===== config.mk =====
export PLATFORM = sky130hd
export DESIGN_NAME = reg_file_mp
export DESIGN_NICKNAME = d
export VERILOG_FILES = /design/src/rtl/rf_pkg.sv /design/src/rtl/rf_scoreboard.sv /design/src/rtl/reg_file_mp.sv
export SDC_FILE = /design/constraint.sdc
export NUM_CORES = 2
export LEC_CHECK = 0
export BUFFER_PORTS_ARGS = -buffer_cell sky130_fd_sc_hd__buf_2
export CAP_MARGIN = 30
export CORE_UTILIZATION = 35
export CTS_BUF_LIST = sky130_fd_sc_hd__clkbuf_2 sky130_fd_sc_hd__clkbuf_4 sky130_fd_sc_hd__clkbuf_8
export DETAILED_ROUTE_END_ITERATION = 16
export SYNTH_ARGS = -nofsm -noshare
export SYNTH_HDL_FRONTEND = slang
export SYNTH_SLANG_ARGS = --single-unit

===== constraint.sdc =====
create_clock -name clk -period 6.8 [get_ports clk]
set_input_delay 1.36 -clock clk [delete_from_list [all_inputs] [get_ports clk]]
set_output_delay 1.36 -clock clk [all_outputs]
set_load 0.03 [all_outputs]

===== src/rtl/rf_pkg.sv =====
// Shared defaults and types for the multi-port integer register file.
package rf_pkg;

  localparam int DATA_W_DEF   = 32;
  localparam int NUM_REGS_DEF = 32;

  typedef logic [4:0] rf_addr_t;

  typedef struct packed {
    logic                  en;
    rf_addr_t              addr;
    logic [DATA_W_DEF-1:0] data;
  } rf_wr_req_t;

endpackage


===== src/rtl/rf_scoreboard.sv =====
// Per-register busy bits: decode reservations set them, writeback writes clear them.
module rf_scoreboard
  import rf_pkg::*;
#(
  parameter int NUM_REGS = NUM_REGS_DEF,
  parameter int NUM_WR   = 1,
  parameter int ZERO_REG = 1,
  parameter int AW       = $clog2(NUM_REGS)
) (
  input  logic                         clk,
  input  logic                         rst_n,
  input  logic                         rsv_en,
  input  logic [AW-1:0]                rsv_addr,
  input  logic [NUM_WR-1:0]            wr_en,
  input  logic [NUM_WR-1:0][AW-1:0]    wr_addr,
  output logic [NUM_REGS-1:0]          busy_vec
);

  logic [NUM_REGS-1:0] busy_q, busy_d;

  function automatic logic addr_ok(input logic [AW-1:0] a);
    return (int'(a) < NUM_REGS) && !((ZERO_REG != 0) && (a == '0));
  endfunction

  // Reservation is applied after the releases so a new producer outranks a same-cycle write.
  always_comb begin
    busy_d = busy_q;
    for (int unsigned i = 0; i < NUM_WR; i++) begin
      if (wr_en[i] && addr_ok(wr_addr[i])) busy_d[wr_addr[i]] = 1'b0;
    end
    if (rsv_en && addr_ok(rsv_addr)) busy_d[rsv_addr] = 1'b1;
    if (ZERO_REG != 0) busy_d[0] = 1'b0;
  end

  always_ff @(posedge clk) begin
    if (!rst_n) busy_q <= '0;
    else        busy_q <= busy_d;
  end

  always_comb begin
    busy_vec = busy_q;
    if (ZERO_REG != 0) busy_vec[0] = 1'b0;
  end

endmodule


===== src/rtl/reg_file_mp.sv =====
// Multi-port register file with optional zero register, write-to-read bypass and busy scoreboard.
module reg_file_mp
  import rf_pkg::*;
#(
  parameter  int DATA_W   = DATA_W_DEF,
  parameter  int NUM_REGS = NUM_REGS_DEF,
  parameter  int NUM_RD   = 2,
  parameter  int NUM_WR   = 1,
  parameter  int ZERO_REG = 1,
  parameter  int BYPASS   = 1,
  localparam int AW       = $clog2(NUM_REGS)
) (
  input  logic                           clk,
  input  logic                           rst_n,
  input  logic [NUM_RD-1:0][AW-1:0]      rd_addr,
  output logic [NUM_RD-1:0][DATA_W-1:0]  rd_data,
  output logic [NUM_RD-1:0]              rd_busy,
  input  logic [NUM_WR-1:0]              wr_en,
  input  logic [NUM_WR-1:0][AW-1:0]      wr_addr,
  input  logic [NUM_WR-1:0][DATA_W-1:0]  wr_data,
  input  logic                           rsv_en,
  input  logic [AW-1:0]                  rsv_addr,
  output logic [NUM_REGS-1:0]            busy_vec
);

  logic [DATA_W-1:0] mem_q [NUM_REGS];
  logic [DATA_W-1:0] mem_d [NUM_REGS];

  function automatic logic addr_ok(input logic [AW-1:0] a);
    return (int'(a) < NUM_REGS) && !((ZERO_REG != 0) && (a == '0));
  endfunction

  // Ports are applied in ascending order so the highest-index port wins a conflict.
  always_comb begin
    mem_d = mem_q;
    for (int unsigned i = 0; i < NUM_WR; i++) begin
      if (wr_en[i] && addr_ok(wr_addr[i])) mem_d[wr_addr[i]] = wr_data[i];
    end
    if (ZERO_REG != 0) mem_d[0] = '0;
  end

  always_ff @(posedge clk) begin
    if (!rst_n) mem_q <= '{default: '0};
    else        mem_q <= mem_d;
  end

  rf_scoreboard #(
    .NUM_REGS (NUM_REGS),
    .NUM_WR   (NUM_WR),
    .ZERO_REG (ZERO_REG),
    .AW       (AW)
  ) u_scoreboard (
    .clk      (clk),
    .rst_n    (rst_n),
    .rsv_en   (rsv_en),
    .rsv_addr (rsv_addr),
    .wr_en    (wr_en),
    .wr_addr  (wr_addr),
    .busy_vec (busy_vec)
  );

  always_comb begin
    rd_data = '0;
    rd_busy = '0;
    for (int unsigned j = 0; j < NUM_RD; j++) begin
      if (addr_ok(rd_addr[j])) begin
        rd_data[j] = mem_q[rd_addr[j]];
        rd_busy[j] = busy_vec[rd_addr[j]];
        if (BYPASS != 0) begin
          for (int unsigned i = 0; i < NUM_WR; i++) begin
            if (wr_en[i] && (wr_addr[i] == rd_addr[j])) begin
              rd_data[j] = wr_data[i];
              rd_busy[j] = 1'b0;
            end
          end
        end
      end
    end
  end

endmodule


**Word level (Yosys, flattened, before mapping)**

Index checks and enable logic that the tools add are counted.

- Flip-flop bits (word level): 1,024
- Word-level logic and storage cells: 91
- Input port bits: 56

- Reductions and logical operators: 13
- Order comparisons: 10
- Equality and inequality tests: 2
- Bitwise operators: 6
- Muxes and demuxes: 27

Operators with widths:

| operator | number |
|---|---|
| 1024-bit bitwise mux | 1 |
| 32-bit 2-to-1 mux | 11 |
| 32-bit binary-select mux with 5-bit select | 2 |
| 32-bit demux with 5-bit select | 1 |
| 32-bit AND | 1 |
| 32-bit inverter | 1 |
| 32-bit OR | 1 |
| 5-bit by 6-bit less-than comparator with 1-bit output, second input constant | 4 |
| 5-bit logical NOT | 4 |
| 6-bit greater-or-equal comparator, second input constant | 3 |
| 5-bit inverter with 6-bit output | 3 |
| 1-bit binary-select mux with 5-bit select | 2 |
| 1-bit demux with 5-bit select | 2 |
| 5-bit equality test | 2 |
| 5-bit by 1-bit greater-or-equal comparator with 1-bit output, second input constant | 2 |
| 1-bit 2-to-1 mux | 8 |
| 1-bit logical AND | 7 |
| 6-bit by 1-bit less-than comparator with 1-bit output, second input constant | 1 |
| 1-bit logical NOT | 2 |

**Logic depth before layout (Yosys ltp)**

- Depth after elaboration: 9
- Mapped depth: 10
- Mapped depth without buffers: 5

**Cells and area by module**

A second synthesis with hierarchy kept.

- Cells, all modules: 6,354
- Area, all modules: 56,385.3 um^2

Modules (own cells, without submodules):

| module | instances | cells each | area an instance (um^2) | seq. area each (um^2) |
|---|---|---|---|---|
| reg_file_mp | 1 | 6,216 | 55,050.3 | 19,859.0 |
| rf_scoreboard | 1 | 138 | 1,335.0 | 620.6 |

**Worst setup path before layout**

No wires, ideal clock.

- Path kind: input -> output
- Start: in rd_addr[1] (netlist bit)
- End: out rd_data[10] (netlist bit)
- Stages: 9
- Data required time: 5.440 ns
- Arrival: 3.572 ns
- Slack: 1.868 ns
- Path buffers: 5
- Cells stage by stage: buf_4 buf_6 buf_4 buf_4 and2_1 buf_2 a22oi_1 a21oi_1 o41ai_1

RTL lines:

| what | line | RTL |
|---|---|---|
| from (decl) | reg_file_mp.sv:15 | `input logic [NUM_RD-1:0][AW-1:0] rd_addr,` |
| to (decl) | reg_file_mp.sv:16 | `output logic [NUM_RD-1:0][DATA_W-1:0] rd_data,` |

==> impl_metrics.env <==
export IMPL_status="finished, final reports clean"
export IMPL_clock_sinks=1023
export IMPL_synthArstFlopShare=0
export IMPL_syn_avg_cell_area_um2=8.79
export IMPL_grt_overflow_total=0
export IMPL_final_min_clock_period_ns=5.96
export IMPL_nets=6242
export IMPL_gp_congestion=0.911
export IMPL_timing_slew_headroom=0.149
export IMPL_viasPerCell=5.94
export IMPL_fin_tns_setup_ns=0
export IMPL_fp_coreArea_um2=159000
export IMPL_syn_inst=6366
export IMPL_num_io_pins=154
export IMPL_io_buffers=152
export IMPL_drt_initial_drc_count=6226
export IMPL_worstRegToRegCells=2
export IMPL_cts_resized=0
export IMPL_synth_flop_cell="dfxtp_1"
export IMPL_r2r_start="u_scoreboard.busy_q[9]"
export IMPL_dpl_hpwl_um=137000
export IMPL_crit_buf_inv=3
export IMPL_worst_slew_pin_slew_ns=1.28
export IMPL_power_frac_seq=0.449
export IMPL_die_w_um=402
export IMPL_power_leakage_nw=20.7
export IMPL_dpl_worst_slack_ns=1.01
export IMPL_worst_path_stages=6
export IMPL_syn2layout_area_growth_pct=10.8
export IMPL_cts_root_buf="clkbuf_8"
export IMPL_period_share=0.877
export IMPL_critical_path_top_delay_family="compound AO/OA/AOI/OAI gates"
export IMPL_cts_clk_slew_worst_paths_ns=0.06
export IMPL_crit_slowest_cell="a211oi_1"
export IMPL_yosys_warnings=0
export IMPL_swShare=0.275
export IMPL_ir_drop_mv=0.187
export IMPL_critPathLaunchType="primary input"
export IMPL_powerDensity_nw_per_um2=218
export IMPL_internal_power_mw=9.82
export IMPL_synth_fp_nets=6422
export IMPL_whs_ns=0.471
export IMPL_hp_start="mem_q[422]"
export IMPL_cts_hold_buf=0
export IMPL_crit_type="primary input to primary output"
export IMPL_crit_path_cell_trace="buf_2 -> nand2b_1 -> a211oi_1 -> o41ai_1 -> buf_4 -> buf_2"
export IMPL_synth_cell_types=51
export IMPL_dieHeight_um=402
export IMPL_initial_core_util=0.353
export IMPL_cts_tree="built"
export IMPL_setup_slack_ns=0.839
export IMPL_grtUsageTotal=0.273
export IMPL_worstPathRequired_ns=5.44
export IMPL_hold_depth=2
export IMPL_first_pass_iters=6
export IMPL_postRouteAntennaNets=0
export IMPL_p_clk_frac=0.446
export IMPL_hp_class="flop to flop"
export IMPL_postCtsSetupRepairBufs=0
export IMPL_synth_seq_cells=1023
export IMPL_numCtsBuffers=174
export IMPL_drive_above_1_share=0.186
export IMPL_maxCapViolCount=0
export IMPL_totalWireLength_um=228000
export IMPL_fmax_ghz=0.168
export IMPL_p_switching_mw=3.72
export IMPL_comb_power_share=0.105
export IMPL_grt_max_degree=256
export IMPL_route_detailed_drc=0
export IMPL_cpPeakStageDelay_ns=1.01
export IMPL_hold_viol=0
export IMPL_critPathMaxFanout=19
export IMPL_post_route_util=0.391
export IMPL_wl_per_cell_um=27.1
export IMPL_ys_seq_area_frac=0.366
export IMPL_clockBufferDepth=3
export IMPL_final_max_slew_viol_count=0
export IMPL_synth_area_um2=56000
export IMPL_grt_pass1_wl_um=330000
export IMPL_first_global_vias=47584
export IMPL_skew_ns=0
export IMPL_clk_latency_ns=0.91
export IMPL_antenna_found_initial=20
export IMPL_num_rows=146
export IMPL_htreeDepth=4
export IMPL_hold_end="mem_q[422]"
export IMPL_rsz0062_at_grt="false"
export IMPL_die_area_um2=162000
export IMPL_path_common_cell="buf_2"
export IMPL_rrSetupSlack_ns=5.80
export IMPL_cp_arrival_ns=4.60
export IMPL_routed_via_count=49909
export IMPL_crit_path_end_kind="primary output"
export IMPL_setup_viol=0
export IMPL_synth_edf_count=0
export IMPL_r2r_end="u_scoreboard.busy_q[9]"
metal layers:
metal,GRT usage,vias to the layer above,share of wire
met1,0.355,24550,0.40
met2,0.415,2929,0.44
met3,0.0810,633,0.12
li1,-,21783,-
met4,0.126,14,0.045
met5,0.00565,-,0.00085
how the worst max path moves through the flow:
stage / endpoint / startpoint
after floorplan: rd_data[10] / rd_addr[1]
after global placement: rd_data[30] / rd_addr[2]
after detailed placement: rd_data[14] / rd_addr[0]
after CTS: rd_data[5] / rd_addr[1]
after global routing: rd_data[14] / rd_addr[0]
final: rd_data[13] / rd_addr[4]
worst reg2reg max path, delay by kind of cell, from the launching register on:
family,cells,cell delay (ns)
and+or+nand+nor,1,0.16
AOI/OAI and AO/OA,1,0.16
DFF,1,0.61
power by group through the flow:
stage,Clock (mW),Combinational [mW],Sequential (mW)
2_1_floorplan,0,0.899,6.20
3_3_place_gp,0,1.37,6.21
3_5_place_dp,0,1.38,6.21
4_1_cts,6.08,1.38,6.08
5_1_grt,6.34,1.46,6.08
6_report,6.03,1.43,6.08
kinds of logic after synthesis:
logic type / after synthesis / share of synthesized area
AND/OR/NAND/NOR: 2391 / 0.168
AO/OA/AOI/OAI: 1447 / 0.193
other: 1 / 0.0000670
buffers and inverters: 739 / 0.0576
XOR/XNOR: 10 / 0.00156
flip-flops: 1023 / 0.366
multiplexers: 755 / 0.213
synth_stat cells, drive strengths merged (8+ instances only):
cell    count  share of area
a211oi     34         0.0046
a21boi    992           0.13
a21oi      64         0.0057
a221oi     32         0.0050
a22oi     129          0.017
a311oi     32         0.0050
buf       155          0.018
clkbuf    520          0.035
clkinv     31         0.0021
dfxtp    1023           0.37
inv        33         0.0022
mux2      130          0.026
mux2i     288          0.052
mux4      337           0.14
nand2    2124           0.14
nand2b     13         0.0015
nand3       8        0.00072
nor2       77         0.0052
nor2b     109          0.012
nor3       42         0.0038
o221ai     31         0.0050
o22ai      63         0.0070
o311ai     32         0.0050
o41ai      32         0.0050
through the flow:
stage               area, um2  cells  power [mW]
finish                  62000   8406        13.5
global route            62000   8402        13.9
CTS                     62000   8392        13.5
detailed placement      58300   8079        7.59
global placement        58200   8073        7.57
floorplan               56000   6366        7.10
layout make-up:
| class | instances | area (um2) |
|---|---|---|
| diodes | 11 | 27.5 |
| clock buffers | 291 | 3570 |
| clock inverters | 22 | 155 |
| fillers | 15608 | 96500 |
| inverters | 64 | 240 |
| multi-input cells | 4604 | 32700 |
| flip-flops and latches | 1023 | 20500 |
| well taps | 2072 | 2590 |
| repair buffers | 319 | 2320 |
registers in the layout, summed over array words and instances (netlist names):
| name | flops |
|---|---|
| u_scoreboard.busy_q | 31 |
| mem_q | 992 |
placed cells by master (no fill, tap or decap), types with 5 or more instances in the layout:
master	n
nor2_1	51
a21boi_0	979
buf_8	8
mux4_2	335
inv_1	32
a221oi_1	32
o22ai_1	63
a311oi_1	32
nor2b_1	104
a21boi_1	13
clkinv_1	31
nand3_1	6
clkbuf_4	69
buf_12	16
nand2b_1	12
nand2_2	33
nand2_1	2091
xor2_1	6
a21oi_1	64
dfxtp_1	1023
a211oi_1	33
clkinvlp_4	5
o221ai_1	30
o311ai_1	28
mux2i_1	288
and2_1	6
buf_4	147
a22oi_1	129
nor3_1	38
clkbuf_8	223
mux2_2	130
buf_2	146
o41ai_1	31
clkinv_2	14
diode_2	11
nor2_4	25
(Power assumes the default switching activity.)
